$ cat src/rtl/pipeline_hazard_ctrl.sv
// pipeline_hazard_ctrl: hazard/stall sequencer for the 5-stage pipeline.
// Owns the PC and IF/ID write enables and picks the ID/EX action: load, hold or bubble.
// It detects load-use hazards, runs multi-cycle EX ops with an occupancy counter,
// and flushes IF/ID for branches taken in ID.
// Optional macro HAZ_PERF_CNT_EN adds the stall_cnt_o and lu_cnt_o performance counters.
`timescale 1ns/1ps
module pipeline_hazard_ctrl #(
  parameter int MULTI_LAT = 4,  // total EX occupancy of a multi-cycle op, 2..16
  parameter int CNT_W     = 4   // must hold MULTI_LAT-2
) (
  input  logic       clk_i,
  input  logic       rst_n_i,
  input  logic [4:0] id_rs_addr_i,
  input  logic [4:0] id_rt_addr_i,
  input  logic       id_uses_rt_i,
  input  logic       id_branch_taken_i,
  input  logic       ex_mem_read_i,
  input  logic [4:0] ex_rt_addr_i,
  input  logic       ex_multi_i,
`ifdef HAZ_PERF_CNT_EN
  output logic [15:0] stall_cnt_o,
  output logic [15:0] lu_cnt_o,
`endif
  output logic       pc_write_o,
  output logic       ifid_write_o,
  output logic       ifid_flush_o,
  output logic       idex_bubble_o,
  output logic       idex_hold_o,
  output logic       ex_done_o
);

  typedef enum logic [1:0] {RUN = 2'd0, MULTI = 2'd1} state_t;

  localparam logic [CNT_W-1:0] CNT_LOAD = CNT_W'(MULTI_LAT - 2);

  state_t           r_state, w_state_nxt;
  logic [CNT_W-1:0] r_cnt, w_cnt_nxt;
  logic             w_multi_stall, w_release, w_load_use, w_lu_eff;

  // Hazard detection terms
  always_comb begin
    w_multi_stall = ((r_state == RUN) && ex_multi_i) ||
                    ((r_state == MULTI) && (r_cnt != '0));
    w_release     = (r_state == MULTI) && (r_cnt == '0);
    w_load_use    = ex_mem_read_i && (ex_rt_addr_i != 5'd0) &&
                    ((ex_rt_addr_i == id_rs_addr_i) ||
                     (id_uses_rt_i && (ex_rt_addr_i == id_rt_addr_i)));
    // A load-use only counts when the multi-cycle hold does not already own the pipe
    w_lu_eff      = w_load_use && !w_multi_stall && rst_n_i;
  end

  // Next-state and output decode; priority multi_stall > load_use > flush > normal
  always_comb begin
    w_state_nxt   = r_state;
    w_cnt_nxt     = r_cnt;
    pc_write_o    = 1'b1;
    ifid_write_o  = 1'b1;
    ifid_flush_o  = 1'b0;
    idex_bubble_o = 1'b0;
    idex_hold_o   = 1'b0;
    ex_done_o     = 1'b0;

    if (!rst_n_i) begin
      // Freeze the front end and feed bubbles while reset is held
      pc_write_o    = 1'b0;
      ifid_write_o  = 1'b0;
      idex_bubble_o = 1'b1;
    end else begin
      ex_done_o = w_release;
      if (w_multi_stall) begin
        pc_write_o   = 1'b0;
        ifid_write_o = 1'b0;
        idex_hold_o  = 1'b1;
      end else if (w_load_use) begin
        pc_write_o    = 1'b0;
        ifid_write_o  = 1'b0;
        idex_bubble_o = 1'b1;
      end else if (id_branch_taken_i) begin
        ifid_flush_o = 1'b1;
      end
    end

    case (r_state)
      RUN: begin
        if (ex_multi_i) begin
          w_state_nxt = MULTI;
          w_cnt_nxt   = CNT_LOAD;
        end
      end
      MULTI: begin
        if (r_cnt != '0) w_cnt_nxt = r_cnt - 1'b1;
        else             w_state_nxt = RUN;
      end
      default: begin
        w_state_nxt = RUN;
        w_cnt_nxt   = '0;
      end
    endcase
  end

  // State and occupancy counter registers
  always_ff @(posedge clk_i or negedge rst_n_i) begin
    if (!rst_n_i) begin
      r_state <= RUN;
      r_cnt   <= '0;
    end else begin
      r_state <= w_state_nxt;
      r_cnt   <= w_cnt_nxt;
    end
  end

`ifdef HAZ_PERF_CNT_EN
  logic [15:0] r_stall_cnt, r_lu_cnt;

  // Saturating counters for front-end stall cycles and load-use cycles
  always_ff @(posedge clk_i or negedge rst_n_i) begin
    if (!rst_n_i) begin
      r_stall_cnt <= '0;
      r_lu_cnt    <= '0;
    end else begin
      if (!pc_write_o && (r_stall_cnt != 16'hFFFF)) r_stall_cnt <= r_stall_cnt + 16'd1;
      if (w_lu_eff && (r_lu_cnt != 16'hFFFF))       r_lu_cnt    <= r_lu_cnt + 16'd1;
    end
  end

  assign stall_cnt_o = r_stall_cnt;
  assign lu_cnt_o    = r_lu_cnt;
`else
  logic w_unused;
  assign w_unused = w_lu_eff;
`endif

endmodule
$ cat config.mk
export PLATFORM = sky130hd
export DESIGN_NAME = pipeline_hazard_ctrl
export DESIGN_NICKNAME = d
export VERILOG_FILES = /design/src/rtl/pipeline_hazard_ctrl.sv
export SDC_FILE = /design/constraint.sdc
export NUM_CORES = 1
export LEC_CHECK = 0
export ABC_AREA = 1
export CAP_MARGIN = 20
export CORE_MARGIN = 10
export CORE_UTILIZATION = 42
export CTS_CLUSTER_DIAMETER = 40
export CTS_CLUSTER_SIZE = 30
export DETAILED_ROUTE_END_ITERATION = 10
export GPL_TIMING_DRIVEN = 0
export PLACE_DENSITY = 0.88
export SYNTH_ARGS = -nofsm -noshare
export SYNTH_HDL_FRONTEND = slang
export SYNTH_SLANG_ARGS = --single-unit
$ cat constraint.sdc
create_clock -name clk_i -period 3.9 [get_ports clk_i]
set_clock_uncertainty 0.05 [all_clocks]
set_input_delay 0.78 -clock clk_i [delete_from_list [all_inputs] [get_ports clk_i]]
set_output_delay 0.78 -clock clk_i [all_outputs]
set_load 0.02 [all_outputs]
# Word-level counts from Yosys, hierarchy flattened
# Cells that the tools add are included.
[totals]
ff_bits = 6
ramBits = 0
latch_bits = 0
romBits = 0
in_bits = 21
wordCells = 42
out_inout_bits = 6
memories = 0
[op_classes]
multipliers = 0
magnitude_cmp = 0
add_sub_neg = 1
n_eq_ne = 6
bitwise = 0
div_mod_pow = 0
n_reduce_logical = 14
mux = 19
shift = 0
[ops]
columns = ["op", "count"]
rows = [
  ["1-bit two-way mux", 13],
  ["5-bit == test", 2],
  ["4-bit two-way mux", 2],
  ["4-bit one-hot mux with 2 select lines", 1],
  ["1-bit logical AND", 6],
  ["5-bit nonzero test", 1],
  ["4-bit zero test", 1],
  ["2-bit two-way mux", 2],
  ["2-bit inequality test (second input constant)", 2],
  ["2-bit one-hot mux with 2 select lines", 1],
  ["2-bit AND reduction", 2],
  ["4-bit nonzero test", 1],
  ["4-bit by 1-bit subtractor with 4-bit output (second input constant)", 1],
  ["2-bit by 1-bit == test with 1-bit output (second input constant)", 1],
  ["2-bit zero test", 1],
  ["1-bit logical OR", 2],
  ["2-bit by 1-bit inequality test with 1-bit output (second input constant)", 1],
]

# Logic depth before layout (Yosys ltp)
[depth]
ltp_word = 7
ltp_mapped = 10
depth_no_buf = 9

# Least setup slack after synthesis
# Ideal clock, no wire load.
[synth_path]
path_type = "input port to output port"
start = "in ex_rt_addr_i[3]"
end = "out pc_write_o"
slack_ns = 1.512
path_stages = 8
required_time_ns = 3.070
n_path_buf = 1
arrival_time_ns = 1.558
path_cell_list = "inv_2 -> nand4_1 -> o21ai_0 -> inv_1 -> nand2_1 -> nand2_2 -> inv_1 -> buf_4"
[synth_between]
elab_chain_len = 7
elab_cells_between_ends = 10
cone_classes = "eq/ne: 2; mux: 3; reduce/logical: 5"
[synth_lines]
columns = ["item", "line", "source"]
rows = [
  ["start: declaration", "18", "input logic [4:0] ex_rt_addr_i,"],
  ["5-bit == test", "47", "(id_uses_rt_i && (ex_rt_addr_i == id_rt_addr_i)));"],
  ["1-bit logical AND", "47", ""],
  ["1-bit logical OR", "46", "((ex_rt_addr_i == id_rs_addr_i) ||"],
  ["1-bit logical AND *", "45", "w_load_use = ex_mem_read_i && (ex_rt_addr_i != 5'd0) &&"],
  ["1-bit two-way mux * (3 in series)", "--", ""],
  ["end: declaration", "24", "output logic pc_write_o,"],
]
# Every way passes the cells marked *; elsewhere a longest branch is shown, timed or not.

# Final worst setup path
[layout_path]
start = "in ex_rt_addr_i[2]"
end = "out pc_write_o"
[layout_between]
elab_chain_len = 7
elab_cells_between_ends = 10
cone_classes = "eq/ne: 2; mux: 3; reduce/logical: 5"
[layout_lines]
columns = ["item", "line", "source"]
rows = [
  ["5-bit == test", "47", ""],
  ["1-bit logical AND", "47", ""],
  ["1-bit logical OR", "46", ""],
  ["1-bit logical AND *", "45", ""],
  ["1-bit two-way mux *", "74", "end else if (w_load_use) begin"],
  ["1-bit two-way mux *", "70", "if (w_multi_stall) begin"],
  ["1-bit two-way mux *", "63", "if (!rst_n_i) begin"],
]
# Marks and branches as above.

==> out/results.txt <==
Status: finished clean
Post-route DRC: 0
Total track usage: 10.00%
Multi-input logic area: 329.1 sq um
ANT nets after route: 0
Synthesis Warnings: 0
# nets final: 147
Routability-driven placement congestion ratio: 0.7849
ANT cells: 0
Max-Cap Viols: 0
Area of the core: 1171 sq um
Vias in the first global route: 604
Max_slew headroom: 80.23%
Avg Inst Size Synth: 5.893 sq um
Worst Hold Path Cells: 1
CTS tree: built
Clock Latency Late Sink: 0.24 ns
Rows: 12
Hold slack: 0.4743 ns
Fmax: 296.1 MHz
Largest net degree at the start of global routing: 8
Count of cell types in the netlist: 19
Die height: 56.12 um
Worst VDD drop: 0.3368 mV
Clock Sinks: 5
Syn nets: 116
Layout area overhead: 55.48%
Final setup margin: 0.5228 ns
Port-buffer cells: 26
Final hold vios: 0
Synth area leaders: dfrtp_1 23%, nand2_1 23%, inv_1 10%, nand2_4 6.2%, inv_2 5.5%
Max FO, Critical Path: 3
Hold buffers post-CTS: 0
Leakage power: 0.4698 nW
Clk slew on worst S/H paths: 0.05 ns
PwrDens: 484.3 nW/um^2
Die Wd: 56.12 um
Die area: 3149 sq um
Hold Crit Class: reg -> reg
# IOs: 27
Deepest level of the CTS H-tree: 1
Synth top area share: 22.83%
CP Launch Type: input pin
Area leader, netlist: dfrtp_1
Final setup vio count: 0
CTS Root Cell: clkbuf_4
Routed Wire Length: 1475 um
Setup tns final: 0 ns
Initial Utilization: 46.79%
WL per Instance: 10.77 um
Unrepaired setup endpoints after global routing: false
Reg2Reg Depth: 9
Tcrit/Tclk final: 86.60%
Post-synthesis sequential area ratio: 22.83%
CTS buffer count: 3
Post-CTS setup buffers: 0
Setup Slack @ Placement: 0.5052 ns
Storage cell area: 125.1 sq um
CTS max path bufs: 2
Endpoint class of the critical path: output port
Via density per instance: 4.518
Share of cells above drive strength 1: 17.89%
HPWL after DPL: 1321 um
Post-placement cell count: 133
Initial antenna violation count: 0
Most frequent cells in the layout: 33 x nand2_1, 26 x clkdlybuf4s50_1, 15 x inv_1
Fill cells: 102
Commonest non-fill, non-tap cell in the layout: nand2_1
Required @ worst endpoint: 3.07 ns
Clock period minus worst slack: 3.377 ns
Layout Cells excl Fill: 137
Data arrival, critical path: 2.55 ns
Grt ovf: 0
Worst setup path class: in -> out
First-pass GRT wire length: 2601 um
Least-Margin Pin Slew: 0.2956 ns
Final Max Slew Viols: 0
Vias: 619
Mapped Area: 548.0 sq um
Drt pass-1 iters: 4
Post_cts resized: 0
Synth Instances: 93
DR iter-0 viols: 13
FF+latch count, synth: 5
[routing by layer]
layer | global-route usage [%] | up-vias | share of wire [%]
met1 | 10.41 | 259 | 38
li1 | - | 335 | -
met5 | 0 | - | 0
met4 | 3.072 | 0 | 1.6
met3 | 4.328 | 2 | 6.1
met2 | 17.48 | 23 | 54
[per-stage QoR]
step,util (%),power (mW),instance area [sq um]
2_1_floorplan,-,0.2692,548.0
3_3_place_gp,70.51,0.3430,825.8
3_5_place_dp,70.51,0.3548,825.8
4_1_cts,72.76,0.4185,852.1
5_1_grt,72.76,0.4569,852.1
6_report,72.76,0.4127,852.1
[path summary, 6_finish.rpt]
kind                                 startpoint              endpoint  slack [ns]
min in group asynchronous               rst_n_i  r_cnt[0]$_DFFE_PN0P_        0.73
hold reg to reg            r_cnt[0]$_DFFE_PN0P_  r_cnt[0]$_DFFE_PN0P_        0.47
max in group asynchronous               rst_n_i  r_cnt[3]$_DFFE_PN0P_        2.83
hold / removal             r_cnt[0]$_DFFE_PN0P_  r_cnt[0]$_DFFE_PN0P_        0.47
setup / recovery                ex_rt_addr_i[2]            pc_write_o        0.52
setup reg to reg           r_cnt[0]$_DFFE_PN0P_  r_cnt[3]$_DFFE_PN0P_        2.56
[area by class of cell]
type / instances / share of cell area (%)
multi-input cells: 64 / 38.62
repair buffers: 26 / 30.54
flip-flops and latches: 5 / 14.68
inverters: 23 / 10.13
clock buffers: 4 / 3.084
well taps: 14 / 2.056
plain buffers: 1 / 0.8811
[cell usage after synthesis (all sizes together)]
cell	count
o22ai	1
nand3	4
buf	1
nor3	2
o211ai	1
nand2	38
ha	2
inv	23
nand4	1
xnor2	2
nor2	11
o21ai	2
dfrtp	5
[flip-flops by register name, summed over array words and instances (netlist names)]
register and count:
r_cnt 4, r_state 1
[kinds of logic (layout without fill, tap and decap cells)]
family / count (synthesis) / count (layout) / synth area share [%]
xor+xnor: 2 / 2 / 3.197
flops: 5 / 5 / 22.83
compound gates: 4 / 4 / 4.337
simple gates: 56 / 56 / 47.94
buf+inv: 24 / 54 / 17.12
fa+ha+maj: 2 / 2 / 4.565
[power breakdown]
group | internal (mW) | switching (mW)
Combinational | 0.113 | 0.137
Sequential | 0.0787 | 0.0226
Clock | 0.0387 | 0.0218
[critical path, cell delays in order]
cell             delay (ns)
clkdlybuf4s50_1        0.51
inv_2                  0.06
nand2_1                0.05
nand2_1                0.05
nor2_1                 0.11
nand3_1                0.09
nand2_1                0.08
nand2_1                0.06
nand2_2                0.07
inv_1                  0.05
buf_4                  0.12
clkdlybuf4s50_1        0.53
Power figures use the tool's default switching activity.
